===== src/rtl/input_port_arbiter_if.sv =====
// Bundle of the four-port request side and the shared downstream packet path
// of the input port arbiter.
interface input_port_arbiter_if;
  logic [3:0]   iv_pkt_rdy;
  logic [535:0] iv_data;
  logic [3:0]   ov_data_rd;
  logic [123:0] iv_time_length;
  logic [3:0]   ov_time_length_rd;
  logic         i_almost_full;
  logic [133:0] ov_data;
  logic         o_data_wr;
  logic [32:0]  ov_time_length;
  logic         o_time_length_wr;
  logic         o_format_err;
  logic [1:0]   ov_grant;

  modport master (
    input  iv_pkt_rdy, iv_data, iv_time_length, i_almost_full,
    output ov_data_rd, ov_time_length_rd, ov_data, o_data_wr,
           ov_time_length, o_time_length_wr, o_format_err, ov_grant
  );

  modport slave (
    output iv_pkt_rdy, iv_data, iv_time_length, i_almost_full,
    input  ov_data_rd, ov_time_length_rd, ov_data, o_data_wr,
           ov_time_length, o_time_length_wr, o_format_err, ov_grant
  );
endinterface


===== src/rtl/input_port_arbiter.sv =====
// Packet-atomic round-robin arbiter sharing one 134-bit packet path between
// four show-ahead input FIFOs, forwarding each packet's port-tagged descriptor.
module input_port_arbiter #(
  parameter int PORT_NUM = 4
) (
  input  logic                 i_clk,
  input  logic                 i_rst_n,
  input_port_arbiter_if.master bus
);

  typedef enum logic [1:0] {
    IDLE_S  = 2'd0,
    TRANS_S = 2'd1,
    DROP_S  = 2'd2
  } state_t;

  localparam logic [1:0] HEAD_TYPE = 2'b01;
  localparam logic [1:0] TAIL_TYPE = 2'b10;

  state_t       r_state;
  state_t       w_next_state;
  logic [1:0]   r_grant;
  logic         r_first;
  logic [133:0] r_data;
  logic         r_data_wr;
  logic [32:0]  r_time_length;
  logic         r_time_length_wr;
  logic         r_format_err;

  logic [133:0] w_head;
  logic [30:0]  w_desc;
  logic [1:0]   w_type;
  logic [1:0]   w_pick;
  logic         w_consume;
  logic         w_fwd;
  logic         w_bad;
  logic         w_desc_rd;
  logic [3:0]   w_data_rd;
  logic [3:0]   w_time_length_rd;

  // First ready port after the last grant, wrapping round the four ports.
  function automatic logic [1:0] f_rr_pick(input logic [3:0] rdy, input logic [1:0] last);
    logic [1:0] pick;
    logic [1:0] idx;
    logic       found;
    pick  = last;
    found = 1'b0;
    for (int k = 1; k <= PORT_NUM; k++) begin
      idx = last + k[1:0];
      if (!found && rdy[idx]) begin
        pick  = idx;
        found = 1'b1;
      end
    end
    return pick;
  endfunction

  // Select the granted port's FIFO heads.
  always_comb begin
    w_head = bus.iv_data[133:0];
    w_desc = bus.iv_time_length[30:0];
    case (r_grant)
      2'd0: begin
        w_head = bus.iv_data[133:0];
        w_desc = bus.iv_time_length[30:0];
      end
      2'd1: begin
        w_head = bus.iv_data[267:134];
        w_desc = bus.iv_time_length[61:31];
      end
      2'd2: begin
        w_head = bus.iv_data[401:268];
        w_desc = bus.iv_time_length[92:62];
      end
      default: begin
        w_head = bus.iv_data[535:402];
        w_desc = bus.iv_time_length[123:93];
      end
    endcase
  end

  assign w_type = w_head[133:132];
  assign w_pick = f_rr_pick(bus.iv_pkt_rdy, r_grant);

  // State, grant and first-word tracking.
  always_ff @(posedge i_clk or negedge i_rst_n) begin
    if (!i_rst_n) begin
      r_state <= IDLE_S;
      r_grant <= 2'd3;
      r_first <= 1'b0;
    end else begin
      r_state <= w_next_state;
      if (r_state == IDLE_S && w_next_state == TRANS_S) begin
        r_grant <= w_pick;
        r_first <= 1'b1;
      end else if (r_state == TRANS_S && w_consume) begin
        r_first <= 1'b0;
      end else begin
        r_first <= r_first;
      end
    end
  end

  // Next-state decode; a bad head that is itself a tail ends the packet at once.
  always_comb begin
    w_next_state = r_state;
    case (r_state)
      IDLE_S: begin
        if ((|bus.iv_pkt_rdy) && !bus.i_almost_full) begin
          w_next_state = TRANS_S;
        end else begin
          w_next_state = IDLE_S;
        end
      end
      TRANS_S: begin
        if (w_consume && w_type == TAIL_TYPE) begin
          w_next_state = IDLE_S;
        end else if (w_bad) begin
          w_next_state = DROP_S;
        end else begin
          w_next_state = TRANS_S;
        end
      end
      DROP_S: begin
        if (w_type == TAIL_TYPE) begin
          w_next_state = IDLE_S;
        end else begin
          w_next_state = DROP_S;
        end
      end
      default: w_next_state = IDLE_S;
    endcase
  end

  // Read strobes and forward/drop decisions for the current cycle.
  always_comb begin
    w_consume = 1'b0;
    w_fwd     = 1'b0;
    w_bad     = 1'b0;
    w_desc_rd = 1'b0;
    case (r_state)
      TRANS_S: begin
        if (!bus.i_almost_full) begin
          w_consume = 1'b1;
          if (!r_first) begin
            w_fwd = 1'b1;
          end else if (w_type == HEAD_TYPE) begin
            w_fwd     = 1'b1;
            w_desc_rd = 1'b1;
          end else begin
            w_bad = 1'b1;
          end
        end else begin
          w_consume = 1'b0;
        end
      end
      DROP_S:  w_consume = 1'b1;
      default: w_consume = 1'b0;
    endcase
    w_data_rd        = w_consume ? (4'b0001 << r_grant) : 4'b0000;
    w_time_length_rd = w_desc_rd ? (4'b0001 << r_grant) : 4'b0000;
  end

  // Registered downstream outputs, one cycle behind the consume strobe.
  always_ff @(posedge i_clk or negedge i_rst_n) begin
    if (!i_rst_n) begin
      r_data           <= 134'd0;
      r_data_wr        <= 1'b0;
      r_time_length    <= 33'd0;
      r_time_length_wr <= 1'b0;
      r_format_err     <= 1'b0;
    end else begin
      r_data_wr        <= w_fwd;
      r_time_length_wr <= w_desc_rd;
      r_format_err     <= w_bad;
      if (w_fwd) begin
        r_data <= w_head;
      end else begin
        r_data <= r_data;
      end
      if (w_desc_rd) begin
        r_time_length <= {r_grant, w_desc};
      end else begin
        r_time_length <= r_time_length;
      end
    end
  end

  assign bus.ov_data_rd        = w_data_rd;
  assign bus.ov_time_length_rd = w_time_length_rd;
  assign bus.ov_data           = r_data;
  assign bus.o_data_wr         = r_data_wr;
  assign bus.ov_time_length    = r_time_length;
  assign bus.o_time_length_wr  = r_time_length_wr;
  assign bus.o_format_err      = r_format_err;
  assign bus.ov_grant          = r_grant;

endmodule


===== src/flat_wrapper.sv =====
// flat-port wrapper written by rule: the top's interface ports become plain ports
module input_port_arbiter_flat 
#(
  parameter int PORT_NUM = 4
)
  (i_clk, i_rst_n, bus_iv_pkt_rdy, bus_iv_data, bus_iv_time_length, bus_i_almost_full, bus_ov_data_rd, bus_ov_time_length_rd, bus_ov_data, bus_o_data_wr, bus_ov_time_length, bus_o_time_length_wr, bus_o_format_err, bus_ov_grant);
  input_port_arbiter_if bus_i ();
  input  logic i_clk;
  input  logic i_rst_n;
  input wire logic [$bits(bus_i.iv_pkt_rdy)-1:0] bus_iv_pkt_rdy;
  input wire logic [$bits(bus_i.iv_data)-1:0] bus_iv_data;
  input wire logic [$bits(bus_i.iv_time_length)-1:0] bus_iv_time_length;
  input wire logic [$bits(bus_i.i_almost_full)-1:0] bus_i_almost_full;
  output wire logic [$bits(bus_i.ov_data_rd)-1:0] bus_ov_data_rd;
  output wire logic [$bits(bus_i.ov_time_length_rd)-1:0] bus_ov_time_length_rd;
  output wire logic [$bits(bus_i.ov_data)-1:0] bus_ov_data;
  output wire logic [$bits(bus_i.o_data_wr)-1:0] bus_o_data_wr;
  output wire logic [$bits(bus_i.ov_time_length)-1:0] bus_ov_time_length;
  output wire logic [$bits(bus_i.o_time_length_wr)-1:0] bus_o_time_length_wr;
  output wire logic [$bits(bus_i.o_format_err)-1:0] bus_o_format_err;
  output wire logic [$bits(bus_i.ov_grant)-1:0] bus_ov_grant;
  assign bus_i.iv_pkt_rdy = bus_iv_pkt_rdy;
  assign bus_i.iv_data = bus_iv_data;
  assign bus_i.iv_time_length = bus_iv_time_length;
  assign bus_i.i_almost_full = bus_i_almost_full;
  assign bus_ov_data_rd = bus_i.ov_data_rd;
  assign bus_ov_time_length_rd = bus_i.ov_time_length_rd;
  assign bus_ov_data = bus_i.ov_data;
  assign bus_o_data_wr = bus_i.o_data_wr;
  assign bus_ov_time_length = bus_i.ov_time_length;
  assign bus_o_time_length_wr = bus_i.o_time_length_wr;
  assign bus_o_format_err = bus_i.o_format_err;
  assign bus_ov_grant = bus_i.ov_grant;
  input_port_arbiter #(.PORT_NUM(PORT_NUM)) u_core (.i_clk(i_clk), .i_rst_n(i_rst_n), .bus(bus_i));
endmodule

===== config.mk =====
export PLATFORM = sky130hd
export DESIGN_NAME = input_port_arbiter_flat
export DESIGN_NICKNAME = d
export VERILOG_FILES = /design/src/rtl/input_port_arbiter_if.sv /design/src/rtl/input_port_arbiter.sv /design/src/flat_wrapper.sv
export SDC_FILE = /design/constraint.sdc
export NUM_CORES = 1
export LEC_CHECK = 0
export BUFFER_PORTS_ARGS = -buffer_cell sky130_fd_sc_hd__buf_4
export CAP_MARGIN = 20
export CORE_AREA = 2 2 327 329
export CTS_CLUSTER_SIZE = 16
export DETAILED_ROUTE_END_ITERATION = 8
export DIE_AREA = 0 0 329 331
export PLACE_DENSITY_LB_ADDON = 0.15
export SYNTH_ARGS = -nofsm -noshare
export SYNTH_HDL_FRONTEND = slang
export SYNTH_SLANG_ARGS = --single-unit
export TNS_END_PERCENT = 5

===== constraint.sdc =====
create_clock -name i_clk -period 6 [get_ports i_clk]
set_input_delay 0.9 -clock i_clk [delete_from_list [all_inputs] [get_ports i_clk]]
set_output_delay 0.9 -clock i_clk [all_outputs]
set_load 0.01 [all_outputs]

# Word-level counts from Yosys, hierarchy flattened
# Index checks and enable logic that the tools add are counted.
# word_totals
ff_bits	175
in_bits	667
output_inout_bits	180
elab_cells	79
# op_classes
addsub	3
order_cmp	4
n_eq_ne	7
shift	1
muxes	38
n_bitwise	1
reduce_logical	17
# ops
cell	count
134-bit one-hot mux with 3 select lines	1
31-bit one-hot mux with 3 select lines	1
1-bit 2-to-1 mux	22
2-bit by 3-bit < comparator with 1-bit output (second input constant)	4
2-bit 2-to-1 mux	6
1-bit binary-select mux with 2-bit select	4
2-bit by 1-bit == test with 1-bit output (second input constant)	4
4-bit 2-to-1 mux	2
1-bit logical AND	7
2-bit == test (second input constant)	3
2-bit one-hot mux with 3 select lines	1
2-bit adder (second input constant)	2
1-bit zero test	4
2-bit zero test	2
4-bit OR reduction	1
1-bit by 2-bit left shift with 4-bit output (first input constant)	1
3-bit AND reduction	1
3-bit nonzero test	1
2-bit by 1-bit adder with 2-bit output (second input constant)	1
1-bit one-hot mux with 2 select lines	1
2-bit nonzero test	1
1-bit NOT	1

# Logic depth before layout (Yosys ltp)
# logic_depth
depth_word	14
ltp_mapped	12
depth_no_buf	9

# Least setup slack after synthesis
# Ideal clock, no wire load.
# synth_timing
path_type	reg2out
startpoint	reg u_core.r_grant[1], in the netlist u_core.bus.ov_grant[1]
endpoint	out bus_ov_time_length_rd[0]
arrival_ps	2538
t_required_ps	5100
path_slack_ps	2562
stages_incl_launch_ff	10
n_path_buf	2
cell_sequence	dfstp_2 -> clkbuf_1 -> inv_1 -> ha_1 -> a222oi_1 -> mux2i_1 -> or3_1 -> clkbuf_1 -> inv_1 -> and2_1
# synth_between
elab_chain_len	8
word_cells_on_any_way	11
classes_between	eq/ne: 3; shift: 1; mux: 6; reduce/logical: 1
# synth_lines
element	line_no	text
start, declared	input_port_arbiter.sv:22	logic [1:0] r_grant;
start signal, assigned	input_port_arbiter.sv:94	r_grant <= w_pick;
2-bit == test, or another cell as far along	input_port_arbiter.sv:62	case (r_grant)
134-bit one-hot mux with 3 select lines (*)	input_port_arbiter.sv:62	
2-bit by 1-bit == test with 1-bit output (*)	input_port_arbiter.sv:147	end else if (w_type == HEAD_TYPE) begin
1-bit 2-to-1 mux (*)	input_port_arbiter.sv:147	
1-bit 2-to-1 mux (*)	input_port_arbiter.sv:145	if (!r_first) begin
1-bit 2-to-1 mux (*)	input_port_arbiter.sv:143	if (!bus.i_almost_full) begin
1-bit 2-to-1 mux (*)	input_port_arbiter.sv:141	case (r_state)
net u_core.w_desc_rd	input_port_arbiter.sv:37	logic w_desc_rd;
4-bit 2-to-1 mux (*)	input_port_arbiter.sv:161	w_time_length_rd = w_desc_rd ? (4'b0001 << r_grant) : 4'b0000;
end, declared	flat_wrapper.sv:15	output wire logic [$bits(bus_i.ov_time_length_rd)-1:0] bus_ov_time_length_rd;
# The timed path passes the listed nets; every way through them passes the cells marked *.

# Worst setup path in the final report
# layout_timing
startpoint	reg u_core.r_grant[0], in the netlist u_core.bus.ov_grant[0]
endpoint	out bus_ov_time_length_rd[2]
# The elaborated chain is that of the path after synthesis.

==> flow_summary.yaml <==
run_status:
  status: "finished with violations"
  violations: "DRC"
routing:
  viasPerCell: 3.795
  routed_wl_um: 65640
  drtIter0Drc: 1274
  remaining_drc_errors: 5
  wl_per_cell_um: 19.43
  num_vias: 12820
  drtAntennaViolNets: 0
  drt_first_pass_iters: 9
power_and_ir_drop:
  leakage_nw: 8.676
  comb_power_share_pct: 61.6
  switching_share_pct: 47.03
  peakVddDrop_uv: 219.2
  p_seq_share_pct: 23.7
  p_switching_w: 0.003987
  pwr-share-clk_pct: 14.7
  p_per_area_mw_per_mm2: 458.6
  p_int_w: 0.004490
global_routing:
  grt_util_all_layers_pct: 11.41
  grt_overflow: 0
  antenna_found_initial: 6
  grt_first_pass_wirelength_um: 89760
  grt_pass1_vias: 13160
  grt_max_degree: 102
worst_setup_path:
  path_max_fanout: 67
  path_buf_inv: 4
  reg2reg_depth: 10
  crit_path_end_kind: "primary output"
  slowest_delay_ns: 0.72
  worstPathRequired_ns: 5.10
  crit_family: "buffers and inverters"
  r2r-start: "u_core.bus.ov_grant[0]$_DFFE_PN1P_"
  worstSetupStartpointType: "flop"
  cp.depth: 9
  ff2ff_setup_slack_ns: 2.35
  cp-endpoint: "bus_ov_time_length_rd[2]"
  worstSetupStartpoint: "u_core.bus.ov_grant[0]$_DFFE_PN1P_"
  worst-setup-path-type: "flop to primary output"
  cp_cell_sequence: "inv_1 > ha_4 > a222oi_1 > mux2i_1 > or3_2 > buf_4 > inv_1 > and2_1 > buf_4"
  regToRegEndpoint: "u_core.bus.ov_data[112]$_DFFE_PN0P_"
  cp_slowest_cell: "dfstp_2"
  critPathArrivalTime_ns: 3.71
logic_synthesis:
  synth.ff_latch_count: 175
  yosysWarnings: 0
  syn_area_mm2: 0.009996
  async_flop_share_pct: 100.0
  syn_area_per_cell_um2: 8.261
  synth_cell_types: 43
  synth_area_leader_cell: "dfrtp_1"
  syn_inst: 1210
  yosysMostFrequentCell: "nand2_1"
  synth_flop_cell: "dfrtp_1"
  synth_edf_count: 0
  synth_common_cells: "nand2_1, dfrtp_1, nor2_1"
  yosysTopAreaCellShare_pct: 43.31
  yosysSeqAreaShare_pct: 43.84
  netlist_top_cells_area: "dfrtp_1, a222oi_1, a21oi_1, nand2_1, nor2_1"
  synth_nets: 1886
sta:
  relSlewSlack_pct: 32.03
  hold_violations: 0
  setup_viol: 0
  drv_slew: 0
  fmax_mhz: 217.0
  finalCriticalPeriod_ns: 4.608
  setup_slack_ns: 1.392
  worst_pin_slew_ns: 1.019
  fin_skew_ns: 0.01847
  tns_ns: 0
  rsz0062_at_grt: "false"
  finalCritPeriodShare_pct: 76.80
clock_network:
  cts-root-buf: "clkbuf_16"
  cts_sinks: 175
  clock_path_buffers: 2
  hold_buffers: 0
  post_cts_resized: 0
  post_cts_buffers: 0
  clk_latency_ns: 0.50
  htree_levels: 4
  cts_tree: "yes"
  cts.clk_slew.worst_paths_ns: 0.08
  cts_inserted_buffers: 17
min_path:
  hold_path.class: "primary input to async pin"
place:
  portBuffers: 846
  gp_congestion: 0.8540
  place_hpwl_um: 53820
  pre_cts_slack_ns: 1.887
floorplan:
  ios: 847
  dieHeight_um: 331
  rows: 119
  die_area_mm2: 0.1089
  die_w_um: 329
  core_area_mm2: 0.1050
  initial_core_util_pct: 9.523
final_layout:
  drive_above_1_share_pct: 45.89
  syn_to_final_growth_pct: 84.94
  fin_util_pct: 17.61
  final_nets: 2648
job:
  maxCapViolations: 0
## routing by layer
metal	wire [µm]	share of wire, %	global-route usage, %
met4	1387	2.1	3.742
met5	34	0.052	0
met1	24850	38	12.50
met3	5472	8.3	3.876
met2	33900	52	20.52
## flip-flops by register name, summed over array words and instances (netlist names)
| name | count |
|---|---|
| u_core.bus.o_data_wr | 1 |
| u_core.bus.o_format_err | 1 |
| u_core.bus.o_time_length_wr | 1 |
| u_core.bus.ov_data | 134 |
| u_core.bus.ov_grant | 2 |
| u_core.bus.ov_time_length | 33 |
| u_core.r_first | 1 |
| u_core.r_state | 2 |
## kinds of logic (layout without fill, tap and decap cells)
family / after synthesis / after routing / share of synthesized area, %
buffers and inverters: 139 / 914 / 5.595
adder cells (fa/ha/maj): 9 / 9 / 1.127
other: 0 / 2 / 0
AO/OA/AOI/OAI: 518 / 518 / 34.85
flip-flops: 175 / 175 / 43.84
multiplexers: 3 / 3 / 0.3254
AND/OR/NAND/NOR: 366 / 366 / 14.27
## worst min path at each step
stage	startpoint	to	slack, ns	cells past startpoint
6_report	i_rst_n	u_core.bus.ov_data[42]$_DFFE_PN0P_	0.34	1
5_1_grt	i_rst_n	u_core.bus.ov_data[42]$_DFFE_PN0P_	0.34	1
4_1_cts	i_rst_n	u_core.bus.ov_data[42]$_DFFE_PN0P_	0.31	1
3_5_place_dp	u_core.bus.ov_data[85]$_DFFE_PN0P_	u_core.bus.ov_data[85]$_DFFE_PN0P_	0.47	2
3_3_place_gp	u_core.bus.ov_time_length[10]$_DFFE_PN0P_	u_core.bus.ov_time_length[10]$_DFFE_PN0P_	0.47	2
2_1_floorplan	u_core.r_first$_DFFE_PN0P_	u_core.r_first$_DFFE_PN0P_	0.49	1
## cell usage in the layout, fill, tap and decap left out, drive strengths merged, types with 2 or more instances in the layout
cell type  synthesis  layout
nor2b              3       3
clkbuf           103      24
a21oi            163     163
bufinv             0       3
mux2               2       2
o22ai              3       3
ha                 9       9
clkinv             0       4
dfstp              2       2
buf               25     871
dfrtp            173     173
nor2             169     169
a32oi              2       2
nand2b             3       3
a32o               2       2
nand2            175     175
and2               8       8
o21ai            171     171
diode              0       2
inv               11      11
nand4              2       2
a222oi           165     165
## area by class of cell
type / instances / area (µm²)
Timing Repair Buffer: 871 / 6584
Clock buffer: 24 / 491.7
Antenna cell: 2 / 5.005
Sequential cell: 175 / 4382
Multi-Input combinational cell: 896 / 5114
Inverter: 11 / 41.29
Tap cell: 1391 / 1740
Fill cell: 11850 / 86480
Clock inverter: 8 / 128.9
## power groups by stage
stage / logic (W) / clock network [W] / registers, W
global placement: 0.00535 / 0 / 0.00203
detailed placement: 0.00538 / 0 / 0.00204
floorplan: 0.00260 / 0 / 0.00221
global route: 0.00580 / 0.00137 / 0.00209
CTS: 0.00538 / 0.00134 / 0.00203
finish: 0.00522 / 0.00124 / 0.00201
## per-stage QoR
step                cell area, µm²  std cells  hold slack (ns)  total power [W]
floorplan                     9996       1210           0.4879         0.004809
global placement             17860       3344           0.4683         0.007376
detailed placement           17860       3344           0.4721         0.007424
CTS                          18480       3376           0.3102         0.008749
global route                 18480       3377           0.3392         0.009263
finish                       18490       3378           0.3352         0.008478
No activity file was read; power rests on OpenSTA's default activity.
